File: src/rtl/pwr_cntr_bank.sv
// Bank of per-channel toggle counters with sequential clear and one-cycle read port.
// Define PWR_CNTR_SAT_EN to make counters saturate at all-ones instead of wrapping.
module pwr_cntr_bank #(
  parameter int unsigned NCH = 5,
  parameter int unsigned AW  = 3,
  parameter int unsigned CW  = 32
) (
  input  logic            CLK,
  input  logic            RST,
  input  logic            ENB,
  input  logic [NCH-1:0]  SIG,
  input  logic            CLR,
  input  logic            RD_REQ,
  input  logic [AW-1:0]   RD_DIR,
  output logic [CW-1:0]   RD_DATO,
  output logic            RD_ACK,
  output logic            BUSY,
  output logic [NCH-1:0]  OVF
);

  typedef enum logic [0:0] {StIdle, StClear} state_e;

  localparam logic [CW-1:0] CntMax  = {CW{1'b1}};
  localparam logic [AW-1:0] LastIdx = AW'(NCH - 1);

  state_e          state_q;
  logic [AW-1:0]   clr_idx_q;
  logic [NCH-1:0]  sig_prev_q;
  logic [NCH-1:0]  ovf_q;
  logic [CW-1:0]   cnt_q [NCH];
  logic            rd_ack_q;
  logic [CW-1:0]   rd_dato_q;
  logic [NCH-1:0]  toggle;
  logic [CW-1:0]   rd_sel;

  assign toggle = SIG ^ sig_prev_q;

  // Out-of-range addresses fall through to zero.
  always_comb begin
    rd_sel = '0;
    for (int i = 0; i < NCH; i++) begin
      if (RD_DIR == AW'(i)) rd_sel = cnt_q[i];
    end
  end

  always_ff @(posedge CLK or posedge RST) begin
    if (RST) begin
      state_q    <= StIdle;
      clr_idx_q  <= '0;
      sig_prev_q <= '0;
      ovf_q      <= '0;
      for (int i = 0; i < NCH; i++) cnt_q[i] <= '0;
    end else begin
      sig_prev_q <= SIG;
      unique case (state_q)
        StIdle: begin
          if (ENB) begin
            for (int i = 0; i < NCH; i++) begin
              if (toggle[i]) begin
                if (cnt_q[i] == CntMax) begin
                  ovf_q[i] <= 1'b1;
`ifdef PWR_CNTR_SAT_EN
                  cnt_q[i] <= CntMax;
`else
                  cnt_q[i] <= '0;
`endif
                end else begin
                  cnt_q[i] <= cnt_q[i] + 1'b1;
                end
              end
            end
          end
          if (CLR) begin
            state_q   <= StClear;
            clr_idx_q <= '0;
          end
        end
        StClear: begin
          for (int i = 0; i < NCH; i++) begin
            if (clr_idx_q == AW'(i)) begin
              cnt_q[i] <= '0;
              ovf_q[i] <= 1'b0;
            end
          end
          if (clr_idx_q == LastIdx) begin
            state_q   <= StIdle;
            clr_idx_q <= '0;
          end else begin
            clr_idx_q <= clr_idx_q + 1'b1;
          end
        end
        default: begin
          state_q   <= StIdle;
          clr_idx_q <= '0;
        end
      endcase
    end
  end

  // Read data reflects the counter before any same-cycle update.
  always_ff @(posedge CLK or posedge RST) begin
    if (RST) begin
      rd_ack_q  <= 1'b0;
      rd_dato_q <= '0;
    end else begin
      rd_ack_q  <= RD_REQ;
      rd_dato_q <= RD_REQ ? rd_sel : '0;
    end
  end

  assign RD_ACK  = rd_ack_q;
  assign RD_DATO = rd_dato_q;
  assign BUSY    = (state_q == StClear);
  assign OVF     = ovf_q;

endmodule

File: config.mk
export PLATFORM = sky130hd
export DESIGN_NAME = pwr_cntr_bank
export DESIGN_NICKNAME = d
export VERILOG_FILES = /design/src/rtl/pwr_cntr_bank.sv
export SDC_FILE = /design/constraint.sdc
export NUM_CORES = 1
export LEC_CHECK = 0
export ABC_AREA = 1
export BUFFER_PORTS_ARGS = -buffer_cell sky130_fd_sc_hd__buf_2
export CAP_MARGIN = 20
export CORE_ASPECT_RATIO = 0.75
export CORE_MARGIN = 10
export CORE_UTILIZATION = 60
export CTS_CLUSTER_DIAMETER = 150
export CTS_CLUSTER_SIZE = 24
export DETAILED_ROUTE_END_ITERATION = 8
export PLACE_DENSITY = 0.78
export SLEW_MARGIN = 20
export SYNTH_ARGS = -nofsm -noshare
export SYNTH_HDL_FRONTEND = slang
export SYNTH_SLANG_ARGS = --single-unit
File: constraint.sdc
create_clock -name CLK -period 14.05 [get_ports CLK]
set_clock_uncertainty 0.15 [all_clocks]
set_input_delay 0.7025 -clock CLK [delete_from_list [all_inputs] [get_ports CLK]]
set_output_delay 0.7025 -clock CLK [all_outputs]
set_load 0.005 [all_outputs]
======== Word-level counts from Yosys, hierarchy flattened ========
Cells that the tools add are included.
Widths: inputs -> output; s select.
word-level totals
  flip-flop bits (word level) ............. 207
  word-level logic and storage cells ...... 111
operators by class
  add/subtract/negate cells ............... 6
  eq/ne operators ......................... 30
  multiplexer cells ....................... 46
  bitwise logic cells ..................... 2
  reductions and logical operators ........ 12
operator list
  kind                   count
  $mux 32                21
  $pmux 160 s2           1
  $add 32x1->32 const B  5
  $eq 32x32->1 const B   5
  $mux 160               1
  $ne 2x2->1 const B     12
  $reduce_and 4->1       5
  $mux 1                 17
  $reduce_and 3->1       5
  $eq 3x2->1 const B     4
  $ne 2x1->1 const B     5
  $pmux 5 s2             1
  $eq 3x1->1 const B     2
  $eq 3x3->1 const B     2
  $logic_not 3->1        2
  $mux 3                 2
  $pmux 3 s2             1
  $mux 5                 1
  $xor 5x5->5            1
  $add 3x1->3 const B    1
  $pmux 1 s2             1
  $not 1->1              1

======== Depth between registers and ports, before layout ========
Gate-level depths: netlist of run 1.
  depth after elaboration ................. 7
  depth in mapped cells ................... 12
  depth with buffers taken out ............ 12

======== Least setup slack after synthesis of run 1 ========
No wires, ideal clock.
  path type ............................... input port to flip-flop
  from .................................... input ENB
  to ...................................... register cnt_q[88] (netlist bit)
  library setup time ...................... 0.118 ns
  arrival ................................. 1.555 ns
  required time ........................... 13.782 ns
  path slack .............................. 12.227 ns
  stages .................................. 9
  buffers on the path ..................... 2
  path through ............................ nor2_8 > inv_4 > nand2_1 > nor2b_1 > buf_2 > buf_4 > nand3b_1 > xor2_1 > nor2_1
between the ends
  cells in the longest elaborated chain, start to end .. 2
RTL lines
  what                            line  source
  start: declaration              10    input logic ENB,
  $ne 2x2->1 (no line)            -
  $reduce_and 3->1 (no line)      -
  end signal: indexed assignment  68    cnt_q[i] <= cnt_q[i] + 1'b1;
  end: declaration                30    logic [CW-1:0] cnt_q [NCH];
No other way between the ends.
A chain may end at the register's enable or synchronous reset.

======== Final worst setup path of run 1 ========
  from .................................... register state_q (netlist: BUSY)
  to ...................................... register cnt_q[37] (netlist bit)
between the ends
  cells in the longest elaborated chain, start to end .. 3
  elaborated cells on any way between the ends .. 6
RTL lines
  what                        line  source
  start: declaration          26    state_e state_q;
  start signal: assignment    48    state_q <= StIdle;
  start signal: assignment    74    state_q <= StClear;
  start signal: assignment    86    state_q <= StIdle;
  $not 1->1                   -
  $ne 2x2->1 (no line)        -
  $reduce_and 3->1 (no line)  -
Several ways; a longest one is shown, not always the timed one.

==> results.md, run 1 <==
* Worst Hold End: sig_prev_q[0]
* GRT overflow at 0
* Fraction of layout cells with a size suffix above 1 at 0.0643
* Final hold violations at 0
* Placed cells at around 2,200
* Total of max-cap violations at 0
* H-Tree Depth at 1
* Clock Tree Buf Depth at 3
* DRT antenna net count at 0
* Yosys warns at 0
* Arrival time worst endpoint at ~3800 ps
* Yosys cell types at 42
* Crit Path Class: reg -> reg
* Post-DP HPWL at around 29,000 um
* Worst-Margin Slew at between 900 and 1000 ps
* CTS tree: built
* Starting Density at 0.608
* Worst-Skew Late Latency at 490 ps
* Post-CTS sizing at 0
* RSZ-0062 raised after global routing: false
* Post-synth top flop: dfrtp_1
* Hold path start: SIG[0]
* Die H at 147 um
* Share of flip-flops with an asynchronous set or reset at 1.00
* Net Sw Frac at 0.403
* Peak supply drop at ~0.11 mV
* Most frequent cells in the layout: 568 x nand2_1, 297 x nor2_1, 207 x dfrtp_1
* Leakage at ~0.0059 uW
* Vias in the first global route at approximately 11,000
* Area contributors post-synth: dfrtp_1 40%, nand2_1 17%, nor2_1 8.7%
* WHS at 203 ps
* Final setup fails at 0
* Max FO, Critical Path at 21
* Seq cells post-synth at just over 200
* Finished layout cell area at roughly 14,000 sq um
* WHS Path Cells at 1
* Pin count of the biggest net entering global routing at roughly 110
* Synthesis-to-layout area growth at 5.51%
* Reg2reg path depth at 7
* Crit path capture type: flop
* Fillcell total at between 1,500 and 2,000
* Max-slew headroom at 0.368
* Yosys top cell by area: dfrtp_1
* Mapped Nets at between 1,500 and 2,000
* Final non-filler cell total at 2,172
* Area share of the largest cell type after synthesis at 0.403
* CP Data Required Time at roughly 14,000 ps
* # DRC at 0
* First-pass DRT Iterations at 6
* RR Endpoint: cnt_q[37]
* Root buffer cell: clkbuf_16
* Total CTS buffers at 12
* Multi-input gate area at between 6000 and 7000 sq um
* Reg-to-reg slack, setup at 10,490 ps
* Die Footprint at roughly 28,000 sq um
* Internal power at roughly 870 uW
* Clock-pin slew on the worst setup and hold paths at 100 ps
* Via density at around 5.8
* Post-DP Area at around 13,000 sq um
* Commonest non-fill, non-tap cell in the layout: nand2_1
* Setup ws final at around 10,000 ps
* Initial antenna violation count at 1
* Top-Level Pins at 52
* Switching pwr at 587 uW
* CP max stage cell: dfrtp_1
* Max frequency at roughly 0.28 GHz
* Fin crit share at 0.254
* CTS Hold Bufs at 0
* Avg Synthesized Cell Area at approximately 7 sq um
* Placeable Area at approximately 21,000 sq um
* Reg power frac at 0.449
* Most common cell on crit path: inv_2
* Number of synthesized flops with an enable pin at 0
* DR WL/cell at 17.7 um
* Synth Instances at between 1,500 and 2,000
* RR Startpoint: BUSY
* Mapped Area at between 10,000 and 15,000 sq um
* IO Port Bufs at 51
* Pins Over Slew Limit at 0
* HP Class: in -> reg
* GRT Total Usage at 0.270
* First-pass GRT wire length at between 60,000 and 70,000 um
* First DRT Iteration DRCs at around 1,900
* Slowest cell delay on critical path at ~980 ps
* GP Congestion at approximately 1.0
* Row count at 46
* Setup WS pre-CTS at around 11,000 ps
* Sequential cell area at 5180 sq um
* Power Density at 107 nW/um^2
* # nets final at 1,906
* Register area share after synthesis at 0.403
* Clock share of power at 0.257
* Die width at between 150 and 200 um
* Crit start category: flop
* Clock Sinks at 207
* Post-Route Setup TNS at 0 ps
* Post-CTS Setup Repair Bufs at 0
* Status: finished clean
* Vias post-DR at 12,600
* CP cell instances: inv_2, nand3_1, nand2_1, inv_2, nand2_2, inv_2, nor2_1
* Comb pwr share at 0.294
* Period minus WS final at around 3600 ps
* Final WL at 38,400 um
## per-stage QoR
step | power [uW] | util
after CTS | 1450 | 0.640
final | 1460 | 0.642
after global routing | 1520 | 0.642
after floorplan | 1000 | -
after detailed placement | 1080 | 0.624
after global placement | 1080 | 0.624
## flip-flops by register name, summed over array words and instances (netlist names)
name and cells:
BUSY 1, sig_prev_q 5, OVF 5, RD_ACK 1, cnt_q 160, RD_DATO 32, clr_idx_q 3
## synthesized netlist by cell type, types with 5 or more instances
master and count:
dfrtp_1 207, inv_1 169, nor2_2 9, buf_2 14, o21ai_0 68, buf_4 10
nand2_1 569, clkbuf_1 26, nand4_1 67, nor3_1 52, nor2_4 5, inv_2 6
ha_1 10, nand2_2 7, nand3_1 169, buf_6 9, nor2_1 297, xor2_1 50
nor3_2 7, a21oi_1 74, xnor2_1 14
## critical path, delay by kind of cell (launching register included)
kind | cells | cell delay [ps]
simple gates | 4 | 1040
flops | 1 | 980
buf+inv | 3 | 1240
## routing by layer
metal	part of all wire	wire length (um)	vias up	GRT usage
met5	0	0	-	0
met1	0.46	17500	5847	0.417
li1	-	-	6007	-
met2	0.40	15200	656	0.364
met3	0.12	4690	69	0.0674
met4	0.027	1030	0	0.0697
## cells by family (layout without fill, tap and decap cells)
group           Yosys count  count (layout)  share of synthesized area
xor+xnor                 64              64                     0.0436
compound gates          151             151                     0.0612
buf+inv                 238             251                     0.0793
fa+ha+maj                10              10                    0.00974
other cells               0               1                          0
simple gates           1200            1200                      0.403
flops                   207             207                      0.403
## worst max-delay path by stage
| stage | start | to | slack [ps] | cells after the start |
|---|---|---|---|---|
| 2_1_floorplan | RST | BUSY | 7550 | 1 |
| 3_3_place_gp | BUSY | cnt_q[57] | 10710 | 7 |
| 3_5_place_dp | BUSY | cnt_q[37] | 10610 | 7 |
| 4_1_cts | BUSY | cnt_q[37] | 10570 | 7 |
| 5_1_grt | BUSY | cnt_q[37] | 10250 | 7 |
| 6_report | BUSY | cnt_q[37] | 10490 | 7 |
## cell type report
cell class,count,area share
diodes,1,0.000185
clock buffers,13,0.0240
flip-flops and latches,207,0.382
well taps,288,0.0266
repair buffers,60,0.0249
multi-input cells,1425,0.492
inverters,177,0.0498
clock inverters,1,0.000830
## power by group through the flow
stage          logic (uW)  registers, uW  clock network, uW
6_report              428            653                374
5_1_grt               466            657                400
4_1_cts               418            652                378
3_5_place_dp          417            664                  0
3_3_place_gp          412            663                  0
2_1_floorplan         354            651                  0
No activity file was read; power rests on OpenSTA's default activity.
==> run 2: changes to the inputs <==
CORE_UTILIZATION = 57   (was 60)
PLACE_DENSITY = 0.77   (was 0.78)
clock period = 3 ns   (was 14.05 ns; I/O delays follow)
==> run 2 against run 1 <==
Total power increased to 4.7 times the previous value. Cell count is 0.83% higher. Die area grew 4.6%. Largest cell class unchanged.
==> results.md, run 2 (synthesis gave the netlist of run 1 again) <==
* Largest register by flop count: cnt_q
* Clock Sinks at a little over 200
* Met3 Wirelength at 4550 um
* CP cell instances: inv_1, ha_1, nand2_1, nand2_1, nand2_1, nor2_4, nand2_2, inv_2, nor3b_1
* Total CTS buffers at 12
* RR Startpoint: clr_idx_q[0]
* Final setup fails at 0
* Arrival time worst endpoint at ~2600 ps
* Period minus WS final at approximately 2400 ps
* Worst Hold End: cnt_q[106]
* Final non-filler cell total at roughly 2,200
* Die Footprint at approximately 29,000 sq um
* Crit path capture type: flop
* Fin crit share at 0.793
* Vias post-DR at ~13,000
* DRT antenna net count at 0
* Reg-to-reg slack, setup at between 600 and 700 ps
* Die H at about 150 um
* Pin count of the biggest net entering global routing at between 100 and 150
* Clock Tree Buf Depth at 3
* GRT Total Usage at 0.254
* Final WL at around 38,000 um
* Synthesis-to-layout area growth at 6.57%
* First-pass DRT Iterations at 6
* First-pass GRT wire length at between 60,000 and 70,000 um
* Top-Level Pins at 52
* First DRT Iteration DRCs at 1,607
* WHS Path Cells at 4
* GRT overflow at 0
* DR WL met2 at between 10,000 and 15,000 um
* Total of max-cap violations at 0
* Leakage at about 0.006 uW
* Final core utilization at 0.619
* Final hold violations at 0
* H-Tree Depth at 1
* Fraction of layout cells with a size suffix above 1 at 0.0660
* Via density at about 5.7
* Die width at 193 um
* Row count at 47
* Reg2reg path depth at 9
* Clock-pin slew on the worst setup and hold paths at roughly 100 ps
* Fillcell total at between 2,000 and 2,500
* Crit Path Class: reg -> reg
* Most frequent cells in the layout: 568 x nand2_1, 297 x nor2_1, 207 x dfrtp_1
* Setup WS pre-CTS at around 700 ps
* Crit start category: flop
* Max frequency at 0.420 GHz
* Commonest non-fill, non-tap cell in the layout: nand2_1
* DR WL/cell at around 17 um
* Post-Route Setup TNS at 0 ps
* IO Port Bufs at just over 50
* Worst-Margin Slew at around 1000 ps
* HP Class: in -> reg
* Peak supply drop at around 0.5 mV
* Most common cell on crit path: nand2_1
* Initial antenna violation count at 1
* Starting Density at 0.581
* RR Endpoint: cnt_q[15]
* Total power at about 6800 uW
* Setup ws final at around 620 ps
* Top routing layer in use: met4
* Status: finished clean
* CTS tree: built
* CP max stage cell: dfrtp_1
* # DRC at 0
* Power Density at just under 500 nW/um^2
* CP Data Required Time at roughly 3200 ps
* Root buffer cell: clkbuf_16
* Max FO, Critical Path at 21
* Max-slew headroom at 0.317
* Post-DP HPWL at between 20,000 and 30,000 um
* Placed cells at around 2,200
* Post-CTS Setup Repair Bufs at 0
* Largest register FFs at 160
* GP Congestion at about 1.1
* Vias in the first global route at approximately 11,000
* # nets final at 1,918
* Met1 Wirelength at 17,500 um
* Pins Over Slew Limit at 0
* Slowest cell delay on critical path at around 450 ps
* Worst-Skew Late Latency at 490 ps
* Hold path start: ENB
* Placeable Area at between 20,000 and 25,000 sq um
* RSZ-0062 raised after global routing: false
[run 2: changes by cell type in the layout (fill, tap and decap cells not counted), sizes merged]
cell / change
clkinvlp: +1
buf: +4
inv: -1
dlygate4sd3: +8
[run 2: layer usage]
layer,vias up,GRT usage
met5,-,0
met4,0,0.0781
met3,64,0.0608
met2,643,0.345
met1,5809,0.386
li1,6027,-
[run 2: final cells by class]
class                   count  area, sq um  area share
well taps                 294          368      0.0269
clock buffers              13          325      0.0238
diodes                      1         2.50    0.000183
multi-input cells        1425         6670       0.487
repair buffers             72          470      0.0344
flip-flops and latches    207         5180       0.378
inverters                 177          672      0.0491
clock inverters             1         11.3    0.000822
[run 2: how the worst max path moves through the flow]
stage | start | endpoint
finish | clr_idx_q[0] | cnt_q[15]
CTS | clr_idx_q[1] | cnt_q[8]
global route | clr_idx_q[0] | OVF[4]
floorplan | RST | BUSY
global placement | clr_idx_q[0] | cnt_q[16]
detailed placement | clr_idx_q[0] | cnt_q[8]
[run 2: critical path: cells and delay by family, from the launching register on]
family	cells	cell delay, ps
buf+inv	2	440
simple gates	6	1030
fa+ha+maj	1	180
flops	1	450
[run 2: per-stage QoR]
stage / hold slack [ps] / cell area (sq um)
global placement: 126 / 13300
CTS: 117 / 13700
finish: 136 / 13700
detailed placement: 128 / 13300
global route: 140 / 13700
floorplan: 31.4 / 12900
[run 2: power by group]
| part | total [uW] | switching, uW | internal [uW] |
|---|---|---|---|
| Sequential | 3040 | 124 | 2910 |
| Combinational | 2040 | 1630 | 409 |
| Clock | 1730 | 945 | 788 |
| Total | 6810 | 2700 | 4110 |
[run 2: timing repair]
item                                   in CTS  in global routing
endpoints found under the hold margin     217                  0
resized for setup                           0                  0
hold buffers                                8                  0
